`src/rtl/movement_control.sv`:
```
// Movement controller for a sprite datapath. On each movement tick the
// controller samples the direction buttons and, if they describe a net move,
// runs the sequence CLEAR -> [horizontal move] -> [vertical move] -> DRAW,
// waiting on the datapath's done flag in CLEAR and DRAW. A bounded wait in
// those two states raises a sticky fault and drops back to HOLD.
//
// Handshake: done is a level, sampled only in CLEAR and DRAW; a state moves
// on the first rising clk edge at which done=1 is seen and ignores it
// everywhere else. The control code is the state register itself.
module movement_control #(
    parameter int TICK_DIV = 833333,
    parameter int TIMEOUT  = 64
) (
    input  logic       clk,
    input  logic       reset_n,
    input  logic       left,
    input  logic       right,
    input  logic       up,
    input  logic       down,
    input  logic       done,
    output logic [3:0] control,
    output logic       busy,
    output logic       fault
);

    localparam int             CW         = (TICK_DIV > 2) ? $clog2(TICK_DIV) : 1;
    localparam logic [CW-1:0]  TICK_LAST  = CW'(TICK_DIV - 1);
    localparam logic [7:0]     WAIT_LAST  = 8'(TIMEOUT - 1);

    // Encodings are consumed directly by the datapath as its control word.
    typedef enum logic [3:0] {
        ST_HOLD    = 4'b0000,
        ST_CLEAR   = 4'b0001,
        ST_RIGHT   = 4'b0010,
        ST_LEFT    = 4'b0011,
        ST_PREHOLD = 4'b0100,
        ST_DRAW    = 4'b0101,
        ST_DOWN    = 4'b0110,
        ST_UP      = 4'b0111
    } state_e;

    state_e         state_q;
    logic [CW-1:0]  tick_cnt_q;
    logic           pending_q;
    logic [3:0]     dir_q;      // {left, right, up, down} latched at HOLD exit
    logic [7:0]     wait_q;
    logic           fault_q;

    logic [3:0]     req;
    logic           tick;
    logic           take;
    logic           req_move;
    logic           dir_left;
    logic           dir_right;
    logic           dir_up;
    logic           dir_has_v;
    logic           wait_expired;

    assign req          = {left, right, up, down};
    assign tick         = (tick_cnt_q == TICK_LAST);
    assign take         = (state_q == ST_HOLD) && pending_q;
    // Opposing pairs cancel, so a move exists only when exactly one of a pair is pressed.
    assign req_move     = (req[3] ^ req[2]) | (req[1] ^ req[0]);
    assign dir_left     = dir_q[3] & ~dir_q[2];
    assign dir_right    = dir_q[2] & ~dir_q[3];
    assign dir_up       = dir_q[1] & ~dir_q[0];
    assign dir_has_v    = dir_q[1] ^ dir_q[0];
    assign wait_expired = (wait_q == WAIT_LAST);

    assign control = state_q;
    assign busy    = (state_q != ST_HOLD);
    assign fault   = fault_q;

    // Free-running tick divider, independent of the FSM state.
    always_ff @(posedge clk or negedge reset_n) begin
        if (!reset_n) begin
            tick_cnt_q <= '0;
        end else if (tick) begin
            tick_cnt_q <= '0;
        end else begin
            tick_cnt_q <= tick_cnt_q + 1'b1;
        end
    end

    // Pending tick flag: ticks merge while set; consumed by HOLD. A tick on the
    // consuming cycle wins so it is not lost.
    always_ff @(posedge clk or negedge reset_n) begin
        if (!reset_n) begin
            pending_q <= 1'b0;
        end else if (tick) begin
            pending_q <= 1'b1;
        end else if (take) begin
            pending_q <= 1'b0;
        end
    end

    // Main sequencer: state, latched direction, wait counter and sticky fault.
    always_ff @(posedge clk or negedge reset_n) begin
        if (!reset_n) begin
            state_q <= ST_PREHOLD;
            dir_q   <= 4'b0000;
            wait_q  <= 8'd0;
            fault_q <= 1'b0;
        end else begin
            case (state_q)
                ST_PREHOLD: begin
                    state_q <= ST_DRAW;
                    wait_q  <= 8'd0;
                end
                ST_HOLD: begin
                    if (pending_q) begin
                        dir_q <= req;
                        if (req_move) begin
                            state_q <= ST_CLEAR;
                            wait_q  <= 8'd0;
                        end
                    end
                end
                ST_CLEAR: begin
                    if (done) begin
                        if (dir_left)       state_q <= ST_LEFT;
                        else if (dir_right) state_q <= ST_RIGHT;
                        else if (dir_up)    state_q <= ST_UP;
                        else                state_q <= ST_DOWN;
                    end else if (wait_expired) begin
                        fault_q <= 1'b1;
                        state_q <= ST_HOLD;
                    end else begin
                        wait_q <= wait_q + 8'd1;
                    end
                end
                ST_LEFT, ST_RIGHT: begin
                    wait_q <= 8'd0;
                    if (dir_has_v) state_q <= dir_up ? ST_UP : ST_DOWN;
                    else           state_q <= ST_DRAW;
                end
                ST_UP, ST_DOWN: begin
                    wait_q  <= 8'd0;
                    state_q <= ST_DRAW;
                end
                ST_DRAW: begin
                    if (done) begin
                        state_q <= ST_HOLD;
                    end else if (wait_expired) begin
                        fault_q <= 1'b1;
                        state_q <= ST_HOLD;
                    end else begin
                        wait_q <= wait_q + 8'd1;
                    end
                end
                default: state_q <= ST_PREHOLD;
            endcase
        end
    end

endmodule

```
`config.mk`:
```
export PLATFORM = sky130hd
export DESIGN_NAME = movement_control
export DESIGN_NICKNAME = d
export VERILOG_FILES = /design/src/rtl/movement_control.sv
export SDC_FILE = /design/constraint.sdc
export NUM_CORES = 1
export LEC_CHECK = 0
export ABC_AREA = 1
export BUFFER_PORTS_ARGS = -buffer_cell sky130_fd_sc_hd__buf_2
export CAP_MARGIN = 25
export CELL_PAD_IN_SITES_DETAIL_PLACEMENT = 0
export CELL_PAD_IN_SITES_GLOBAL_PLACEMENT = 1
export CORE_UTILIZATION = 40
export DETAILED_ROUTE_END_ITERATION = 6
export GPL_TIMING_DRIVEN = 0
export HOLD_SLACK_MARGIN = 0.08
export PLACE_DENSITY_LB_ADDON = 0.1
export SYNTH_ARGS = -nofsm -noshare
export SYNTH_HDL_FRONTEND = slang
export SYNTH_SLANG_ARGS = --single-unit
```
`constraint.sdc`:
```
create_clock -name clk -period 1.4 [get_ports clk]
set_input_delay 0.07 -clock clk [delete_from_list [all_inputs] [get_ports clk]]
set_output_delay 0.07 -clock clk [all_outputs]
set_load 0.005 [all_outputs]
```
==> results of run 1 <==
[Yosys cell counts]
master | instances | area [sq um]
nor2_4 | 7 | 78.8
nand2_1 | 105 | 394
xnor2_1 | 3 | 26.3
o21ai_0 | 3 | 15.0
o21ai_1 | 7 | 35.0
or2_1 | 1 | 6.26
a21oi_1 | 6 | 30.0
nand2_2 | 11 | 68.8
nand3_1 | 19 | 95.1
dfstp_2 | 1 | 26.3
ha_1 | 7 | 87.6
or2_0 | 1 | 6.26
o21bai_1 | 2 | 15.0
nand4_1 | 7 | 43.8
inv_1 | 41 | 154
conb_1 | 1 | 3.75
dfrtp_1 | 37 | 926
nor3_1 | 4 | 20.0
inv_2 | 8 | 30.0
nor2_1 | 43 | 161
or2_2 | 2 | 12.5
nand2_4 | 1 | 11.3
nor2_2 | 7 | 43.8
buf_6 | 1 | 11.3
clkinv_1 | 2 | 7.51
nor3_2 | 1 | 10.0
xor2_1 | 7 | 61.3
nand3b_1 | 1 | 7.51
[area by class of cell]
type	count	area, sq um
buffer	1	11.3
timing repair buffer	30	214
fill	561	2740
tap	72	90.1
multi-input combinational	246	1350
inverter	51	191
clock buffer	8	90.1
sequential	38	957
[layer usage]
metal	track usage, %	vias to the layer above	wire length, um
met5	0	-	0
met4	5.45	0	62
met3	3.79	4	132
met2	35.9	23	2780
met1	21.0	928	2270
li1	-	1104	-
[where the power goes]
group          internal, mW  switching, mW  total [mW]  leakage, nW
clock                 0.402          0.380       0.782       0.0455
combinational        0.0711          0.117       0.188        0.869
sequential             1.11         0.0219        1.14        0.484
[what timing repair did]
action	4_1_cts	5_1_grt
pin swaps	4	18
hold endpoints to repair	43	0
hold buffers	6	0
cloned	1	0
setup endpoints to repair	21	26
setup buffers	9	2
resized for setup	11	28
[registers in the layout, summed over array words and instances (netlist names)]
signal	flops
control	4
dir_q	4
fault	1
pending_q	1
tick_cnt_q	20
wait_q	8
[how the worst max path moves through the flow]
stage,startpoint,to,slack (ps)
global route,tick_cnt_q[0],tick_cnt_q[15],-70
CTS,tick_cnt_q[0],tick_cnt_q[10],0.5
floorplan,tick_cnt_q[0],tick_cnt_q[8],20
finish,tick_cnt_q[0],tick_cnt_q[13],4
global placement,tick_cnt_q[0],tick_cnt_q[8],-110
detailed placement,tick_cnt_q[0],tick_cnt_q[8],-110
[metrics by stage]
step | TNS [ps] | total power [mW] | cells | hold WS [ps]
global route | -903 | 2.23 | 446 | 509
floorplan | 0 | 1.24 | 336 | -226
finish | 0 | 2.11 | 446 | 426
CTS | 0 | 2.13 | 444 | 455
detailed placement | -1420 | 1.31 | 420 | 233
global placement | -1590 | 1.31 | 420 | 231
[cell families (layout without fill, tap and decap cells)]
| kind of cell | count (synthesis) | in the layout |
|---|---|---|
| compound gates | 18 | 18 |
| xor+xnor | 10 | 10 |
| fa+ha+maj | 7 | 7 |
| buf+inv | 52 | 90 |
| flops | 38 | 38 |
| other cells | 1 | 1 |
| simple gates | 210 | 210 |
[critical path: stages, from the launching register on]
cell and delay [ps]:
dfrtp_2 440, inv_2 90, ha_4 130, nand3_2 70, nor2_1 100, nand2_1 90, nor2_4 160, buf_6 170
nor2_2 30
==> out/qor.yml, run 1 <==
status: "finished, final reports clean"
rsz0062_at_grt: "true"
fmax_mhz: 716
syn_area_per_cell_sq_um: 7.11
crit_arrival_ps: 1570
syn_to_final_growth_pct: 21.5
routed_via_density: 4.62
syn_area_sq_um: 2390
finalSetupViolations: 0
routed_wl_um: 5240
overflow: 0
synth.yosys.seq_area_share_pct: 39.9
max_slew_margin_pct: 43.4
io_pins: 13
drt-pass1-iter-count: 4
num_rows: 27
placed_cell_area_sq_um: 2540
reg2reg_slack_ps: 4
leakage_nw: 1.40
core_sq_um: 5640
layout_commonest_cell: "nand2_1"
finalMaxSlewViolations: 0
post-route-period-util_pct: 99.7
cts_buffers: 5
grt_pass1_vias: 2065
r2r_cells: 8
p_per_area_nw_per_um2: 725
syn_nets: 350
final_core_util_pct: 51.5
ir_worst_vdd_uv: 421
die-area_sq_um: 6280
antenna_cells: 0
synth-compound-area-share_pct: 3.98
startpoint_type: "register"
drtIter0Drc: 49
drive_above_1_share_pct: 26.5
final_cell_mix: "nand2_1, inv_1, nor2_1, dfrtp_1, nand2_2"
tightest_slew_ps: 849
critPathMaxFanout: 5
ys_warn_count: 0
antenna_left: 0
hold_class: "input port to asynchronous set/reset pin"
synthAdderAreaFrac_pct: 3.67
cts_sinks: 38
synthXorXnorAreaFrac_pct: 3.67
maxCapViolCount: 0
nNetsFinal: 387
die_w_um: 79.3
synth-seq-cells: 38
clockBufferDepth: 2
clk_pin_slew_ps: 70
ctsRootBufferMaster: "clkbuf_8"
start_util_pct: 42.3
path_class: "register to register"
r2r-start: "tick_cnt_q[0]"
design_area_sq_um: 2900
synth_simple_gate_area_share_pct: 40.2
syn_inst: 336
crit_path_end_kind: "register"
antenna_found_initial: 0
drc: 0
place_ws_ps: -110
timing.final.ws_setup_ps: 4.19
insertion_delay_ps: 280
rr_endpoint: "tick_cnt_q[13]"
dr_total_vias: 2059
die_y_um: 79.3
synth_top_family_by_area: "simple AND/OR/NAND/NOR gates"
hold_violations: 0
grt_use_total_pct: 18.9
dp_hpwl_um: 3800
synth_mux_area_share_pct: 0
htreeDepth: 2
grt_pass1_wl_um: 9050
ys_types: 28
globalplace.congestion: 0.833
avgRoutedWirePerCell_um: 11.7
portBuffers: 12
grt_max_degree: 39
cp.required_ps: 1570
layout_min_cycle_time_ps: 1400
cts_tree: "built"
finClkSkew_ps: 7.39
(Power assumes the default switching activity.)
==> run 2: changes to the inputs <==
--- a/config.mk
+++ b/config.mk
@@ -5,12 +5,11 @@
 export SDC_FILE = /design/constraint.sdc
 export NUM_CORES = 1
 export LEC_CHECK = 0
-export ABC_AREA = 1
 export BUFFER_PORTS_ARGS = -buffer_cell sky130_fd_sc_hd__buf_2
 export CAP_MARGIN = 25
 export CELL_PAD_IN_SITES_DETAIL_PLACEMENT = 0
 export CELL_PAD_IN_SITES_GLOBAL_PLACEMENT = 1
-export CORE_UTILIZATION = 40
+export CORE_UTILIZATION = 42
 export DETAILED_ROUTE_END_ITERATION = 6
 export GPL_TIMING_DRIVEN = 0
 export HOLD_SLACK_MARGIN = 0.08
==> run 2 against run 1 <==
Effect of this change:
- the run now ends with negative setup slack left
- sequential power about the same
- wire length down 2.4%
- highest routed layer unchanged
- critical endpoint is now tick_cnt_q[15]
- via count down 12%
- register-to-register slack worse by 240 ps
- critical path depth down 4
- combinational power down 15%
==> out/qor.yml, run 2 <==
leakage_nw: 1.26  # was 1.40 nW
cts_sinks: 38  # unchanged
drive_above_1_share_pct: 41.4  # was 26.5%
yosysMostFrequentCell: "dfrtp_1"  # was nand2_1
placed_cell_area_sq_um: 2210  # was 2540 sq um
grt_pass1_vias: 1802  # was 2065
post-route-period-util_pct: 117  # was 99.7%
hold_class: "input port to register"  # was input port to asynchronous set/reset pin
r2r_cells: 4  # was 8
place_inst: 282  # was 420
cts_buffers: 5  # unchanged
ir_worst_vdd_uv: 505  # was 421 uV
cts_tree: "built"  # unchanged
ys.flop_type: "dfrtp_1"  # unchanged
syn_area_per_cell_sq_um: 10.1  # was 7.11 sq um
nNetsFinal: 276  # was 387
synth_top_cell_by_area: "dfrtp_1"  # unchanged
fin_tns_setup_ps: -3880  # was 0 ps
fillers: 404  # was 561
hold_depth: 4
avgRoutedWirePerCell_um: 15.5  # was 11.7 um
fmax_mhz: 611  # was 716 MHz
final_cell_mix: "buf_4, dfrtp_1, inv_1, nand3_1, xnor2_1"  # was nand2_1, inv_1, nor2_1, dfrtp_1, nand2_2
finalSetupViolations: 23  # was 0
ys_warn_count: 0  # unchanged
p_per_area_nw_per_um2: 734  # was 725 nW/um^2
startpoint_type: "register"  # unchanged
grt_use_total_pct: 21.5  # was 18.9%
reg_top3: "tick_cnt_q (20), wait_q (8)"  # unchanged
synth.yosys.seq_area_share_pct: 46.4  # was 39.9%
start_util_pct: 43.4  # was 42.3%
num_rows: 25  # was 27
dr_total_vias: 1807  # was 2059
antenna_left: 0  # unchanged
portBuffers: 11  # was 12
drc: 0  # unchanged
drt-pass1-iter-count: 4  # unchanged
clk_pin_slew_ps: 80  # was 70 ps
finClkSkew_ps: 8.15  # was 7.39 ps
globalplace.congestion: 0.767  # was 0.833
max_slew_margin_pct: 42.5  # was 43.4%
status: "finished with violations"  # was finished, final reports clean
syn_inst: 204  # was 336
antenna_cells: 0  # unchanged
finalMaxSlewViolations: 0  # unchanged
synth-seq-cells: 38  # unchanged
rsz0062_at_grt: "true"  # unchanged
crit_arrival_ps: 1790  # was 1570 ps
crit_path_end_kind: "register"  # unchanged
dp_hpwl_um: 3020  # was 3800 um
layout_min_cycle_time_ps: 1640  # was 1400 ps
ctsRootBufferMaster: "clkbuf_8"  # unchanged
critPathMaxFanout: 2  # was 5
tightest_slew_ps: 862  # was 849 ps
largest-register: "tick_cnt_q"  # unchanged
syn_to_final_growth_pct: 37.9  # was 21.5%
path_class: "register to register"  # unchanged
insertion_delay_ps: 290  # was 280 ps
synth_top_cells_by_count: "dfrtp_1, nor2_1, inv_1"  # was nand2_1, nor2_1, inv_1
r2r-start: "tick_cnt_q[11]"  # was tick_cnt_q[0]
htreeDepth: 2  # unchanged
async_flop_share_pct: 100  # unchanged
min_to: "control[1]"
hold_violations: 0  # unchanged
die-area_sq_um: 5170  # was 6280 sq um
ys_types: 46  # was 28
min-delay-start: "done"
io_pins: 13  # unchanged
drtIter0Drc: 84  # was 49
routed_wl_um: 5120  # was 5240 um
fin_cells: 330  # was 446
ys_top_cells_by_area: "dfrtp_1, xnor2_1, ha_1"  # was dfrtp_1, nand2_1, nor2_1
timing.final.ws_setup_ps: -237  # was 4.19 ps
core_sq_um: 4720  # was 5640 sq um
synth_top_cell_area_share_pct: 45.1  # was 38.8%
cp.required_ps: 1550  # was 1570 ps
final_core_util_pct: 59.9  # was 51.5%
syn_area_sq_um: 2050  # was 2390 sq um
antenna_found_initial: 0  # unchanged
maxCapViolCount: 0  # unchanged
die_y_um: 71.9  # was 79.3 um
layout_commonest_cell: "buf_4"  # was nand2_1
largest_register_ffs: 20  # unchanged
whs_ps: 373  # was 426 ps
violations: "negative setup slack"
die_w_um: 71.9  # was 79.3 um
routed_via_density: 5.48  # was 4.62
syn_nets: 218  # was 350
grt_pass1_wl_um: 8540  # was 9050 um
design_area_sq_um: 2830  # was 2900 sq um
grt_max_degree: 39  # unchanged
rr_endpoint: "tick_cnt_q[15]"  # was tick_cnt_q[13]
clockBufferDepth: 2  # unchanged
synth_enable_flop_cells: 0  # unchanged
startpoint: "tick_cnt_q[11]"  # was tick_cnt_q[0]
overflow: 0  # unchanged
reg2reg_slack_ps: -240  # was 4 ps
## run 2: cell count changes in the layout (fill, tap and decap cells not counted), sizes merged, moves of 5 or more
cell   previous run  this run
xnor2             3        13
mux2              0         5
o21ai            10         3
inv              50        16
and3              0         5
nor2             57        17
a31oi             0         5
buf              25        48
nand2           117         9
## run 2: area by class of cell
cell class	count	area [sq um]	share of cell area [%]
buffer	4	31.3	1.11
clock buffer	7	86.3	3.05
clock inverter	1	5.00	0.177
inverter	16	60.1	2.12
multi-input combinational	145	1200	42.6
sequential	38	967	34.2
tap	67	83.8	2.96
timing repair buffer	52	392	13.8
## run 2: logic make-up after synthesis
kind of cell	Yosys count	share of synthesized area, %
AO/OA/AOI/OAI	30	10.5
XOR/XNOR	17	7.26
adder cells (fa/ha/maj)	7	4.27
buffers and inverters	21	4.27
flip-flops	38	46.4
multiplexers	7	3.72
other	1	0.183
AND/OR/NAND/NOR	83	23.4
## run 2: repair_timing
item / CTS / global route
endpoints found under the hold margin: 41 / 0
pin swaps: 12 / 9
resized for setup: 33 / 19
endpoints found under the setup margin: 31 / 34
buffers inserted: 24 / 13
hold buffers: 5 / 0
## run 2: per-stage QoR
stage                     worst slack, ps  total power, mW
after floorplan                      -170             1.21
after global placement               -400             1.26
after global routing                 -311             2.17
after CTS                            -215             2.08
after detailed placement             -409             1.27
final                                -237             2.08
## run 2: power breakdown
| part | switching [mW] | internal, mW | total [mW] |
|---|---|---|---|
| combinational | 0.0888 | 0.0698 | 0.159 |
| clock | 0.387 | 0.398 | 0.785 |
| sequential | 0.0214 | 1.11 | 1.13 |
| total | 0.498 | 1.58 | 2.08 |
## run 2: layer usage
metal	track usage [%]	wire length (um)	up-vias
met5	0	0	-
met4	8.50	65	0
met3	4.17	146	6
met2	39.4	2800	43
met1	24.7	2100	903
li1	-	-	855
## run 2: worst max-delay path by stage
stage	end	slack (ps)	depth (start not counted)
global placement	tick_cnt_q[5]	-400	5
finish	tick_cnt_q[15]	-240	4
detailed placement	tick_cnt_q[10]	-410	5
floorplan	tick_cnt_q[12]	-170	5
global route	tick_cnt_q[4]	-310	5
CTS	tick_cnt_q[9]	-220	5
## run 2: critical path, stage by stage (launching register included)
cell,delay (ps)
dfrtp_1,400
nor2_1,110
or4b_4,500
o41ai_2,360
mux2i_1,130
==> run 3: changes to the inputs <==
==> constraint.sdc (replaced) <==
create_clock -name clk -period 1.4 [get_ports clk]
set_input_delay 0.21 -clock clk [delete_from_list [all_inputs] [get_ports clk]]
set_output_delay 0.21 -clock clk [all_outputs]
set_load 0.005 [all_outputs]
==> run 3 against run 2 <==
Effect of this change:
- the flow still finishes with violations (negative setup slack)
- sequential share of layout area rose by 0.41 points
- critical endpoint unchanged
- fmax shrank 0.31%
- cell area decreased by 1.2%
- flip-flop and latch count is the same
==> out/qor.yml, run 3 (synthesized netlist as in run 2, its figures left out) <==
r2r_cells: 4  # unchanged
drc: 0  # unchanged
final_core_util_pct: 59.2  # was 59.9%
crit_path_max_incr_delay_ps: 520  # was 500 ps
layout_min_cycle_time_ps: 1640  # about the same
num_rows: 25  # unchanged
core_sq_um: 4720  # unchanged
rsz0062_at_grt: "true"  # unchanged
fillers: 409  # was 404
io_pins: 13  # unchanged
dr_total_vias: 1771  # was 1807
overflow: 0  # unchanged
violations: "negative setup slack"  # unchanged
routed_wl_um: 5120  # about the same
die-area_sq_um: 5170  # unchanged
finalSetupViolations: 24  # was 23
fmax_mhz: 609  # was 611 MHz
dp_hpwl_um: 3020  # unchanged
die_y_um: 71.9  # unchanged
largest-register: "tick_cnt_q"  # unchanged
crit_path_end_kind: "register"  # unchanged
ctsRootBufferMaster: "clkbuf_8"  # unchanged
tightest_slew_ps: 871  # was 862 ps
clockBufferDepth: 2  # unchanged
hold_violations: 0  # unchanged
grt_use_total_pct: 21.1  # was 21.5%
status: "finished with violations"  # unchanged
layout_commonest_cell: "buf_4"  # unchanged
antenna_cells: 0  # unchanged
avgRoutedWirePerCell_um: 15.7  # was 15.5 um
grt_pass1_wl_um: 8380  # was 8540 um
antenna_left: 0  # unchanged
hold_class: "input port to register"  # unchanged
die_w_um: 71.9  # unchanged
finClkSkew_ps: 6.04  # was 8.15 ps
insertion_delay_ps: 290  # about the same
antenna_found_initial: 0  # unchanged
portBuffers: 11  # unchanged
startpoint_type: "register"  # unchanged
path_class: "register to register"  # unchanged
nNetsFinal: 273  # was 276
cp.required_ps: 1560  # was 1550 ps
syn_to_final_growth_pct: 36.3  # was 37.9%
grt_pass1_vias: 1758  # was 1802
cts_sinks: 38  # unchanged
cts_buffers: 5  # unchanged
reg_top3: "tick_cnt_q (20), wait_q (8)"  # unchanged
htreeDepth: 2  # unchanged
finalMaxSlewViolations: 0  # unchanged
place_ws_ps: -409  # unchanged
final_cell_mix: "buf_4, dfrtp_1, inv_1, xnor2_1"  # was buf_4, dfrtp_1, inv_1, nand3_1, xnor2_1
design_area_sq_um: 2800  # was 2830 sq um
max_slew_margin_pct: 41.9  # was 42.5%
crit_arrival_ps: 1800  # was 1790 ps
cp_slowest_cell: "or4b_4"  # unchanged
clk_pin_slew_ps: 80  # about the same
largest_register_ffs: 20  # unchanged
start_util_pct: 43.4  # unchanged
final-seq-area_sq_um: 967  # unchanged
leakage_nw: 1.25  # was 1.26 nW
maxCapViolCount: 0  # unchanged
post-route-period-util_pct: 117  # about the same
globalplace.congestion: 0.767  # unchanged
ir_worst_vdd_uv: 511  # was 505 uV
power_mw: 2.08  # about the same
timing.final.ws_setup_ps: -243  # was -237 ps
multi_input_area_sq_um: 1200  # unchanged
path_cells: "nand4_1, or4b_4, o41ai_2, mux2i_1"  # was nor2_1, or4b_4, o41ai_2, mux2i_1
cts_tree: "built"  # unchanged
placed_cell_area_sq_um: 2210  # unchanged
drtIter0Drc: 130  # was 84
grt_max_degree: 39  # unchanged
p_per_area_nw_per_um2: 742  # was 734 nW/um^2
drive_above_1_share_pct: 43.1  # was 41.4%
routed_via_density: 5.42  # was 5.48
hold_depth: 2  # was 4
drt-pass1-iter-count: 4  # unchanged
critPathMaxFanout: 2  # unchanged
-- run 3: path summary, 6_finish.rpt --
path | start | end | slack (ps)
setup / recovery | tick_cnt_q[5] | tick_cnt_q[15] | -240
hold / removal | down | dir_q[0] | 180
setup reg to reg | tick_cnt_q[5] | tick_cnt_q[15] | -240
hold reg to reg | fault | fault | 450
max in group asynchronous | reset_n | tick_cnt_q[2] | 210
min in group asynchronous | reset_n | dir_q[3] | 570
-- run 3: metal layers --
metal | GRT usage (%) | up-vias | wire length (um)
li1 | - | 847 | -
met1 | 24.0 | 881 | 2050
met2 | 38.9 | 37 | 2840
met3 | 4.17 | 6 | 162
met4 | 8.28 | 0 | 73
met5 | 0 | - | 0
-- run 3: metrics by stage --
stage	TNS, ps	hold WS, ps	instances
after global routing	-5850	179	327
final	-4110	176	327
after global placement	-7490	362	282
after detailed placement	-7750	371	282
after CTS	-3570	176	313
after floorplan	-2240	-85.6	204
-- run 3: critical path, delay by kind of cell (launching register included) --
kind,cells,cell delay (ps)
and+or+nand+nor,2,630
muxes,1,130
DFF,1,390
AOI/OAI and AO/OA,1,360
-- run 3: cell type report --
cell class	instances	area share (%)
repair buffers	49	12.8
flip-flops and latches	38	34.6
clock inverters	1	0.179
clock buffers	7	3.09
plain buffers	4	1.12
well taps	67	3.00
inverters	16	2.15
multi-input cells	145	43.1
-- run 3: report_power, final --
group / total [mW] / internal [mW] / switching, mW
logic: 0.153 / 0.0655 / 0.0871
registers: 1.14 / 1.11 / 0.0226
clock network: 0.787 / 0.398 / 0.389
-- run 3: timing repair --
item | in CTS | in global routing
hold buffers | 1 | 0
resized for setup | 33 | 18
pin swaps | 12 | 14
setup endpoints to repair | 31 | 34
setup buffers | 23 | 15
endpoints found under the hold margin | 37 | 0
